==> src/rtl/tinyrv1_fetch_unit.sv <==
// TinyRV1 instruction fetch stage: credit-limited val/rdy requests to instruction memory,
// an in-flight PC FIFO, and a small {pc, inst} queue toward decode with redirect squashing.
module tinyrv1_fetch_unit #(
   parameter logic [31:0] RESET_PC = 32'h0000_0000,
   parameter int unsigned QDEPTH   = 2
) (
   input  logic        clk,
   input  logic        rst_n,
   output logic        imemreq_val,
   input  logic        imemreq_rdy,
   output logic [31:0] imemreq_addr,
   input  logic        imemresp_val,
   input  logic [31:0] imemresp_data,
   output logic        out_val,
   input  logic        out_rdy,
   output logic [31:0] out_inst,
   output logic [31:0] out_pc,
   input  logic        redirect_val,
   input  logic [31:0] redirect_target
);

   localparam int AW    = $clog2(QDEPTH);
   localparam int CW    = AW + 1;
   localparam int SUM_W = CW + 1;

   // control state
   logic [31:0]   r_pc_f;
   logic [CW-1:0] r_inflight;
   logic [CW-1:0] r_squash_cnt;
   logic [CW-1:0] r_count;
   logic [AW-1:0] r_pf_wr;
   logic [AW-1:0] r_pf_rd;
   logic [AW-1:0] r_q_wr;
   logic [AW-1:0] r_q_rd;

   // storage
   logic [31:0]   r_pf_mem [QDEPTH];
   logic [31:0]   r_q_pc   [QDEPTH];
   logic [31:0]   r_q_inst [QDEPTH];

   logic [SUM_W-1:0] w_occupancy;
   logic             w_credit;
   logic             w_req_val;
   logic             w_issue;
   logic             w_resp;
   logic             w_squashing;
   logic             w_push;
   logic             w_out_val;
   logic             w_pop;
   logic [31:0]      w_redirect_pc;

   // Every request ever issued either sits in flight or occupies a queue slot,
   // so bounding their sum by QDEPTH makes queue overflow impossible.
   assign w_occupancy = {1'b0, r_inflight} + {1'b0, r_count};
   assign w_credit    = w_occupancy < SUM_W'(QDEPTH);
   assign w_req_val   = rst_n && !redirect_val && w_credit;
   assign w_issue     = w_req_val && imemreq_rdy;

   // A response with nothing outstanding cannot belong to us and is dropped.
   assign w_resp      = rst_n && imemresp_val && (r_inflight != '0);
   assign w_squashing = (r_squash_cnt != '0);
   assign w_push      = w_resp && !w_squashing && !redirect_val;

   assign w_out_val   = rst_n && (r_count != '0);
   assign w_pop       = w_out_val && out_rdy && !redirect_val;

   // Low target bits are masked to zero; they are still referenced so every bit is consumed.
   assign w_redirect_pc = {redirect_target[31:2], redirect_target[1:0] & 2'b00};

   assign imemreq_val  = w_req_val;
   assign imemreq_addr = r_pc_f;
   assign out_val      = w_out_val;
   assign out_pc       = w_out_val ? r_q_pc[r_q_rd]   : 32'h0;
   assign out_inst     = w_out_val ? r_q_inst[r_q_rd] : 32'h0;

   // NOTE: sequential state is written with non-blocking assignments only, so every
   // register in this block sees the pre-edge values of the others.
   always_ff @(posedge clk) begin
      if (!rst_n) begin
         r_pc_f       <= {RESET_PC[31:2], 2'b00};
         r_inflight   <= '0;
         r_squash_cnt <= '0;
         r_count      <= '0;
         r_pf_wr      <= '0;
         r_pf_rd      <= '0;
         r_q_wr       <= '0;
         r_q_rd       <= '0;
      end else begin
         if (redirect_val) begin
            r_pc_f <= w_redirect_pc;
         end else if (w_issue) begin
            r_pc_f <= r_pc_f + 32'd4;
         end

         r_inflight <= r_inflight + CW'(w_issue) - CW'(w_resp);
         if (w_issue) begin
            r_pf_wr <= r_pf_wr + AW'(1);
         end
         if (w_resp) begin
            r_pf_rd <= r_pf_rd + AW'(1);
         end

         // Everything still outstanding after this cycle's response belongs to the old path.
         if (redirect_val) begin
            r_squash_cnt <= r_inflight - CW'(w_resp);
         end else if (w_resp && w_squashing) begin
            r_squash_cnt <= r_squash_cnt - CW'(1);
         end

         if (redirect_val) begin
            r_count <= '0;
            r_q_wr  <= '0;
            r_q_rd  <= '0;
         end else begin
            r_count <= r_count + CW'(w_push) - CW'(w_pop);
            if (w_push) begin
               r_q_wr <= r_q_wr + AW'(1);
            end
            if (w_pop) begin
               r_q_rd <= r_q_rd + AW'(1);
            end
         end
      end
   end

   // NOTE: the storage arrays are deliberately not reset; the counters and pointers
   // above define which entries are meaningful, and the outputs are forced to 0 when empty.
   always_ff @(posedge clk) begin
      if (w_issue) begin
         r_pf_mem[r_pf_wr] <= r_pc_f;
      end
      if (w_push) begin
         r_q_pc[r_q_wr]   <= r_pf_mem[r_pf_rd];
         r_q_inst[r_q_wr] <= imemresp_data;
      end
   end

endmodule
==> config.mk <==
export PLATFORM = sky130hd
export DESIGN_NAME = tinyrv1_fetch_unit
export DESIGN_NICKNAME = d
export VERILOG_FILES = /design/src/rtl/tinyrv1_fetch_unit.sv
export SDC_FILE = /design/constraint.sdc
export NUM_CORES = 1
export LEC_CHECK = 0
export CORE_ASPECT_RATIO = 1.2
export CORE_MARGIN = 8
export CORE_UTILIZATION = 33
export DETAILED_ROUTE_END_ITERATION = 12
export HOLD_SLACK_MARGIN = 0.08
export SETUP_SLACK_MARGIN = 0.4
export SLEW_MARGIN = 20
export SYNTH_ARGS = -nofsm -noshare
export SYNTH_HDL_FRONTEND = slang
export SYNTH_SLANG_ARGS = --single-unit
==> constraint.sdc <==
create_clock -name clk -period 8.85 [get_ports clk]
set_input_delay 1.77 -clock clk [delete_from_list [all_inputs] [get_ports clk]]
set_output_delay 1.77 -clock clk [all_outputs]
set_load 0.1 [all_outputs]
==> results.toml, run 1 <==
[cells_and_area]
nets = 893
drive_gt1_share_pct = 11.03
syn2layout_area_growth_pct = 30.51
num-fill-cells = 2552
fin_area_sq_um = 12090
antenna-diode-count = 0

[placement]
place_congestion = 0.7692
dp_hpwl_mm = 14.29
placement.io_buffers = 161
placed_cell_area_sq_um = 11280

[yosys]
synth.most_common_cell = "edfxtp_1"
synth-seq-cells = 226
ys.flop_type = "edfxtp_1"
synth_top_area_share_pct = 59.64
synth-async-reset-ratio_pct = 0
netlist_area_sq_um = 9264
synth_area_leader_cell = "edfxtp_1"
seq_area_frac_synth_pct = 68.72
yosysUniqueCellTypes = 53
syn_inst = 653
syn_area_per_cell_sq_um = 14.19
synthTopCellsByArea = "edfxtp_1 (60%), dfxtp_1 (9.1%), mux2i_1 (6.9%)"
ys_warn_count = 0
ys_top_cells_by_count = "edfxtp_1 (184), nor2_1 (82), mux2i_1 (64), dfxtp_1 (42), mux2_2 (30)"
synth_edf_count = 184

[hold_path]
worstHoldStart = "r_q_rd"
whs_path_depth = 2
min_path_type = "reg2reg"
worstHoldEndpoint = "r_q_rd"

[power_and_ir_drop]
leakage_uw = 0.003853
ir_drop_mv = 0.1267
p_per_area_nw_per_um2 = 202.9

[timing]
min_period_ns = 6.180
skew_ns = 0.01243
final_hold_viol_count = 0
fmax_mhz = 161.8
max-slew-margin-rel_pct = 29.02
rsz0062_at_grt = "false"
slew_viol_final = 0
setup_violations = 0
finalSetupTns_ns = 0
post-route-period-util_pct = 69.83
tightest_slew_ns = 1.061

[critical_path]
cpPeakStageDelay_ns = 1.21
crit_cells = 6
required_ns = 7.08
crit_path_top_delay_cell = "clkdlybuf4s50_1"
rr_worst_depth = 7
crit_path_max_fanout = 63
endpoint_kind = "primary output"
start_kind = "input pin"
crit_chain = "clkdlybuf4s50_1 > buf_4 > o21ai_4 > buf_4 > nor2_1 > clkdlybuf4s50_1"
r2r_start = "r_count[0]"
regToRegEndpoint = "r_pf_mem[0][15]"
r2r_setup_slack_ns = 5.84
cp_top_family = "buffers and inverters"
path_class = "in2out"
cp.buffers_inverters = 4
worstPathArrival_ns = 4.41

[clocking]
clkSlewWorstSetupHoldPaths_ns = 0.06
clock_latency_ns = 0.51
tritoncts = "built"
cts_root_buf = "clkbuf_16"
cts_resized = 0
cts_hold_buf = 0
cts_setup_buffers = 0
ctsHtreeMaxLevel = 1
clk_path_buf_depth = 3
cts_sinks = 226
numCtsBuffers = 25

[floorplanning]
start_util_pct = 33.39
rows = 67
coreArea_sq_um = 27750
die_h_um = 199.5
die-width_um = 169.0
num_io_pins = 168
dieArea_sq_um = 33710

[grt]
gr-total-overflow = 0
antenna_found_initial = 0
grt_max_degree = 64
grt_pass1_wl_mm = 34.52
grt_use_total_pct = 13.12
grt_pass1_vias = 6140

[drt]
vias_per_cell = 4.770
ant_nets = 0
drtPass1Iterations = 4
first_iter_violations = 347
dr_total_vias = 5786
wl_mm = 22.35
post_drt_wl_per_cell_um = 18.42
drc = 0

[flow_run]
drv_cap = 0

[status]
status = "finished, final reports clean"
routing by layer:
metal / wire length [um] / global-route usage (%) / part of all wire (%) / up-vias
met1: 9446 / 15.30 / 42 / 2817
met3: 1060 / 2.530 / 4.7 / 29
met5: 0 / 0 / 0 / -
met4: 425 / 3.808 / 1.9 / 0
met2: 11420 / 24.07 / 51 / 136
li1: - / - / - / 2804
worst register-to-register path, stage by stage, from the launching register on:
cell and delay [ns]:
dfxtp_1 0.41, and2_1 0.17, fa_1 0.48, or3b_4 0.53
nor2_1 0.32, inv_1 0.18, nor2_2 0.11, buf_4 0.44
cell type report:
type                       count  area, sq um  share of cell area (%)
tap                          379        474.2                   3.922
timing repair buffer         171         1690                   13.98
sequential                   226         6370                   52.69
multi-input combinational    380         2704                   22.36
clock inverter                11        117.6                  0.9728
inverter                      11        41.29                  0.3415
clock buffer                  35        693.2                   5.733
flip-flops by register name (all words and copies together) (netlist names), 2 cells and up, named ones only:
signal and count:
r_pf_mem 60, imemreq_addr 30, r_q_inst 64, r_squash_cnt 2
r_q_pc 60, r_count 2, r_inflight 2
how the worst max path moves through the flow:
stage | from | end | slack, ns
finish | rst_n | out_pc[18] | 2.67
floorplan | redirect_val | imemreq_val | 3.02
CTS | rst_n | out_pc[18] | 2.64
detailed placement | rst_n | out_pc[18] | 2.65
global route | rst_n | out_inst[14] | 2.55
global placement | rst_n | out_pc[18] | 2.67
cell families (layout without fill, tap and decap cells):
logic type | after synthesis | count (layout) | synth area share [%]
multiplexers | 94 | 94 | 10.56
adder cells (fa/ha/maj) | 8 | 8 | 1.161
XOR/XNOR | 18 | 18 | 1.702
flip-flops | 226 | 226 | 68.72
AO/OA/AOI/OAI | 77 | 77 | 5.186
buffers and inverters | 50 | 228 | 2.526
other | 1 | 4 | 0.04048
AND/OR/NAND/NOR | 179 | 179 | 10.10
metrics by stage:
stage,hold slack [ns],total power (uW),utilization (%),setup WS (ns),instances
6_report,0.5164,2453,43.57,2.670,1213
5_1_grt,0.5431,2548,43.57,2.546,1213
4_1_cts,0.5182,2488,43.57,2.644,1213
3_5_place_dp,0.4995,1465,40.65,2.650,1167
3_3_place_gp,0.4856,1462,40.64,2.673,1167
2_1_floorplan,0.4725,1380,-,3.016,656
power breakdown:
group	total [uW]	leakage (uW)	switching [uW]	internal [uW]
Sequential	1210	0.00202	28.0	1180
Combinational	233	0.00144	152	80.6
Clock	1010	0.000397	405	607
layout by cell type (no fill, tap or decap), types with 2 or more instances in the layout:
cell / instances
edfxtp_1: 184
clkdlybuf4s50_1: 161
nor2_1: 79
mux2i_1: 64
dfxtp_1: 41
mux2_2: 30
o21ai_0: 27
clkbuf_16: 25
or4_1: 15
nand3_1: 14
a31oi_1: 12
inv_1: 11
xnor2_1: 11
nand2_1: 11
nand4_1: 11
and3_1: 10
a21oi_1: 10
o31ai_1: 9
buf_4: 9
nor3_1: 7
xor2_1: 7
or3_1: 7
ha_1: 7
clkbuf_1: 7
o211ai_1: 6
and4_1: 4
conb_1: 4
clkinv_2: 4
and2_1: 3
a311oi_1: 3
clkbuf_8: 3
o21a_1: 2
nor2_4: 2
a32oi_1: 2
o311ai_0: 2
nor4_1: 2
inv_6: 2
bufinv_16: 2
Note: power is estimated with default switching activity, not from simulation.
==> run 2, diff against run 1 <==
Clock period 8.85 ns to 5.25 ns, I/O delays scaled along.
==> run 2 against run 1 <==
Compared with the run above: register-to-register slack worse by 3.6 ns; power up 77%; count of clock-buffer cells in the layout shrank 9; die area did not move; global-route usage decreased by 0.37 points; first-iteration DRC count decreased by 21%; final cell count barely moved; setup slack got worse by 1.4 ns; clock power up 89%; wire length decreased by 1.6%; critical path depth down 2; critical path type unchanged; critical endpoint is now imemreq_val; highest routed layer unchanged.
==> results.toml, run 2 (synthesis results as in run 1) <==
[critical_path]
regToRegEndpoint = "r_pf_mem[0][9]"
worstPathArrival_ns = 2.94
path_class = "in2out"
crit_path_max_fanout = 15
crit_cells = 4
crit_chain = "clkdlybuf4s50_1 > nand2b_1 > nor3_1 > buf_4"
start_kind = "input pin"
crit_path_top_delay_cell = "clkdlybuf4s50_1"
r2r_setup_slack_ns = 2.25
endpoint_kind = "primary output"
cpPeakStageDelay_ns = 0.92
cp_top_family = "buffers and inverters"
required_ns = 4.20
rr_worst_depth = 7
cp.buffers_inverters = 2
startpoint = "rst_n"
cp-endpoint = "imemreq_val"
r2r_start = "r_count[0]"

[clocking]
cts_setup_buffers = 0
cts_sinks = 226
clock_latency_ns = 0.51
clkSlewWorstSetupHoldPaths_ns = 0.06
tritoncts = "built"
clk_path_buf_depth = 3
cts_root_buf = "clkbuf_16"
cts_resized = 0
cts_hold_buf = 0
ctsHtreeMaxLevel = 1
numCtsBuffers = 24

[grt]
antenna_found_initial = 0
gr-total-overflow = 0
grt_pass1_wl_mm = 33.55
grt_max_degree = 64
grt_use_total_pct = 12.75
grt_pass1_vias = 5952

[floorplanning]
die_h_um = 199.5
start_util_pct = 33.39
coreArea_sq_um = 27750
dieArea_sq_um = 33710
num_io_pins = 168
rows = 67
die-width_um = 169.0

[timing]
fmax_mhz = 250.8
final_hold_viol_count = 0
finalSetupTns_ns = 0
min_period_ns = 3.988
setup_violations = 0
skew_ns = 0.01005
max-slew-margin-rel_pct = 27.67
rsz0062_at_grt = "false"
post-route-period-util_pct = 75.95
tightest_slew_ns = 1.082
whs_ns = 0.5120
slew_viol_final = 0

[cells_and_area]
drive_gt1_share_pct = 19.21
largest_reg_flops = 64
top_regs = "r_q_inst (64), r_pf_mem (60), r_q_pc (60)"
largest-register = "r_q_inst"
fin_area_sq_um = 12490
layout_common_cells = "edfxtp_1 (184), clkdlybuf4s50_1 (97), nor2_1 (79)"
nets = 893
instances_no_fill = 1212
antenna-diode-count = 0
mostFrequentLayoutCell = "edfxtp_1"
num-fill-cells = 2474
syn2layout_area_growth_pct = 34.78

[flow_run]
drv_cap = 0

[drt]
drc = 0
first_iter_violations = 273
ant_nets = 0
vias_per_cell = 4.825
dr_total_vias = 5848
wl_mm = 21.99
post_drt_wl_per_cell_um = 18.14
drtPass1Iterations = 6

[hold_path]
min_path_type = "reg2reg"

[placement]
placement.io_buffers = 161
dp_hpwl_mm = 14.63
place_congestion = 0.7676
dp_cells = 1168
placed_cell_area_sq_um = 11570

[power_and_ir_drop]
ir_drop_mv = 0.1977
leakage_uw = 0.004138
total_power_uw = 4342
p_per_area_nw_per_um2 = 347.8

[status]
status = "finished, final reports clean"
## run 2: changes by cell type in the layout (fill, tap and decap cells not counted)
| cell | delta |
|---|---|
| inv_6 | -1 |
| inv_8 | +1 |
| buf_4 | +30 |
| clkbuf_1 | -6 |
| clkinv_1 | +1 |
| clkinv_4 | +1 |
| buf_6 | -1 |
| clkdlybuf4s50_1 | -64 |
| clkbuf_8 | -3 |
| buf_12 | +36 |
| bufinv_16 | +5 |
## run 2: through the flow
step                      setup WS (ns)  utilization (%)
after floorplan                  0.3802                -
after global placement            1.208            41.71
after detailed placement          1.210            41.71
after CTS                         1.211            45.00
after global routing              1.081            45.00
final                             1.262            45.00
## run 2: power breakdown
part           total [uW]  switching, uW  internal [uW]
sequential           2030           47.2           1990
clock                1910            695           1220
combinational         394            256            138
## run 2: tightest hold or removal path, delay by kind of cell, from the launching register on
family | cells | cell delay, ns
xor+xnor | 1 | 0.08
flops | 1 | 0.32
simple gates | 1 | 0.08
## run 2: worst min path at each step
stage | from | end | depth (start not counted)
floorplan | r_q_rd | register | 2
CTS | r_q_rd | register | 2
finish | r_q_rd | register | 2
detailed placement | r_q_rd | register | 2
global placement | r_q_rd | register | 2
global route | imemreq_addr[29] | r_pf_mem[0][29] | 0
## run 2: final cells by class
class / instances / area, sq um / share of cell area (%)
Multi-Input combinational cell: 380 / 2704 / 21.66
Sequential cell: 226 / 6370 / 51.02
Clock inverter: 18 / 282.8 / 2.265
Timing Repair Buffer: 172 / 1984 / 15.89
Clock buffer: 26 / 629.4 / 5.041
Inverter: 11 / 41.29 / 0.3307
Tap cell: 379 / 474.2 / 3.798
## run 2: per-layer routing
layer	track usage, %	up-vias	routed length, um
met4	4.669	0	594
met5	0	-	0
met1	15.00	2864	9060
met3	2.727	35	1265
met2	22.59	144	11070
li1	-	2805	-
==> run 3, diff against run 2 <==
Clock period 5.25 ns to 3.3 ns, I/O delays scaled along.
==> run 3 against run 2 <==
Compared with the run above: clock skew shrank 0.0019 ns; worst hold slack improved by 0.013 ns; final area increased by 5.0%; core utilization increased by 2.2 points; critical endpoint is now out_inst[5]; setup slack worse by 0.78 ns; sequential cell count unchanged; wire length rose by 2.7%; critical path depth rose by 1; via count fell by 0.15%; sequential power is 60% higher.
==> results.toml, run 3 (synthesis results as in run 1) <==
[floorplanning]
die-width_um = 169.0
start_util_pct = 33.39
rows = 67
coreArea_sq_um = 27750
num_io_pins = 168
die_h_um = 199.5
dieArea_sq_um = 33710

[timing]
finalSetupTns_ns = 0
slew_viol_final = 0
max-slew-margin-rel_pct = 63.83
post-route-period-util_pct = 85.39
rsz0062_at_grt = "false"
skew_ns = 0.008112
final_hold_viol_count = 0
min_period_ns = 2.818
setup_violations = 0
fmax_mhz = 354.9
tightest_slew_ns = 0.5369
fin_ws_ns = 0.4823

[cells_and_area]
top_regs = "r_q_inst (64), r_pf_mem (60), r_q_pc (60)"
largest_reg_flops = 64
syn2layout_area_growth_pct = 41.52
largest-register = "r_q_inst"
drive_gt1_share_pct = 31.28
antenna-diode-count = 0
layout_common_cells = "edfxtp_1 (184), buf_12 (70), clkdlybuf4s50_1 (67)"
nets = 904
mostFrequentLayoutCell = "edfxtp_1"

[power_and_ir_drop]
ir_drop_mv = 0.3787
p_per_area_nw_per_um2 = 511.1
leakage_uw = 0.004299

[critical_path]
r2r_setup_slack_ns = 0.56
cp-endpoint = "out_inst[5]"
r2r_start = "r_inflight[0]"
startpoint = "rst_n"
required_ns = 2.64
worstPathArrival_ns = 2.16
crit_path_max_fanout = 14
start_kind = "input pin"
path_class = "in2out"
endpoint_kind = "primary output"
regToRegEndpoint = "r_inflight[1]"
rr_worst_depth = 10

[drt]
dr_total_vias = 5839
drtPass1Iterations = 4
first_iter_violations = 290
ant_nets = 0
wl_mm = 22.58
post_drt_wl_per_cell_um = 18.46
vias_per_cell = 4.774
drc = 0

[grt]
gr-total-overflow = 0
grt_pass1_vias = 6115
grt_pass1_wl_mm = 35.07
grt_max_degree = 63
antenna_found_initial = 0
grt_use_total_pct = 13.25

[flow_run]
drv_cap = 0

[clocking]
tritoncts = "built"
clock_latency_ns = 0.51
numCtsBuffers = 24
cts_setup_buffers = 0
ctsHtreeMaxLevel = 1
cts_sinks = 226
clkSlewWorstSetupHoldPaths_ns = 0.06
cts_root_buf = "clkbuf_16"
clk_path_buf_depth = 3

[placement]
placement.io_buffers = 161
place_congestion = 0.8156
dpl_worst_slack_ns = 0.2832
dp_hpwl_mm = 15.05

[status]
status = "finished, final reports clean"

[hold_path]
min_path_type = "reg2reg"
-- run 3: cell types whose count changed in the layout (fill, tap and decap cells not counted), sizes merged --
| cell | before | now |
|---|---|---|
| clkinv | 8 | 11 |
| bufinv | 7 | 4 |
| inv | 13 | 12 |
| clkdlybuf4s50 | 97 | 67 |
| clkinvlp | 1 | 0 |
| clkbuf | 26 | 28 |
| buf | 75 | 116 |
-- run 3: layout make-up --
class | count | area, sq um
fillers | 2426 | 14640
flip-flops and latches | 226 | 6370
multi-input cells | 380 | 2959
repair buffers | 183 | 2425
clock buffers | 28 | 646.9
well taps | 379 | 474.2
clock inverters | 16 | 193.9
inverters | 11 | 41.29
-- run 3: report_power, final --
part,switching (uW),leakage [uW],internal [uW]
logic,415,0.00186,226
clock network,1090,0.000417,1720
registers,79.8,0.00202,3160
total,1590,0.00430,5110
-- run 3: critical path, stage by stage --
cell and delay [ns]:
clkdlybuf4s50_1 0.63, o21ai_4 0.18, buf_4 0.27, nor2_2 0.20
buf_12 0.19
-- run 3: through the flow --
| stage | cells | total power (uW) | instance area, sq um | hold WS, ns | utilization (%) |
|---|---|---|---|---|---|
| floorplan | 656 | 3706 | 9533 | 0.4725 | - |
| global placement | 1179 | 3935 | 12260 | 0.4891 | 44.17 |
| detailed placement | 1179 | 3945 | 12260 | 0.5004 | 44.17 |
| CTS | 1223 | 6787 | 13100 | 0.5247 | 47.22 |
| global route | 1223 | 6941 | 13110 | 0.5435 | 47.25 |
| finish | 1223 | 6701 | 13110 | 0.5247 | 47.25 |
-- run 3: worst min path at each step --
stage          endpoint  slack [ns]  depth (start not counted)  startpoint
6_report        r_pf_rd        0.52                          2     r_pf_rd
5_1_grt          r_q_rd        0.54                          2      r_q_rd
4_1_cts          r_q_rd        0.52                          2      r_q_rd
3_5_place_dp     r_q_rd        0.50                          2      r_q_rd
3_3_place_gp     r_q_rd        0.49                          2      r_q_rd
2_1_floorplan  register        0.47                          2      r_q_rd
-- run 3: timing repair --
item | in CTS | in global routing
hold buffers | 0 | 0
resized for setup | 2 | 2
endpoints found under the setup margin | 23 | 5
-- run 3: per-layer routing --
layer  GRT usage (%)  up-vias  routed length (um)
met5               0        -                   0
met4           3.510        0                 417
met3           2.609       29                1082
met2           24.13      138               11710
met1           15.70     2837                9368
li1                -     2835                   -
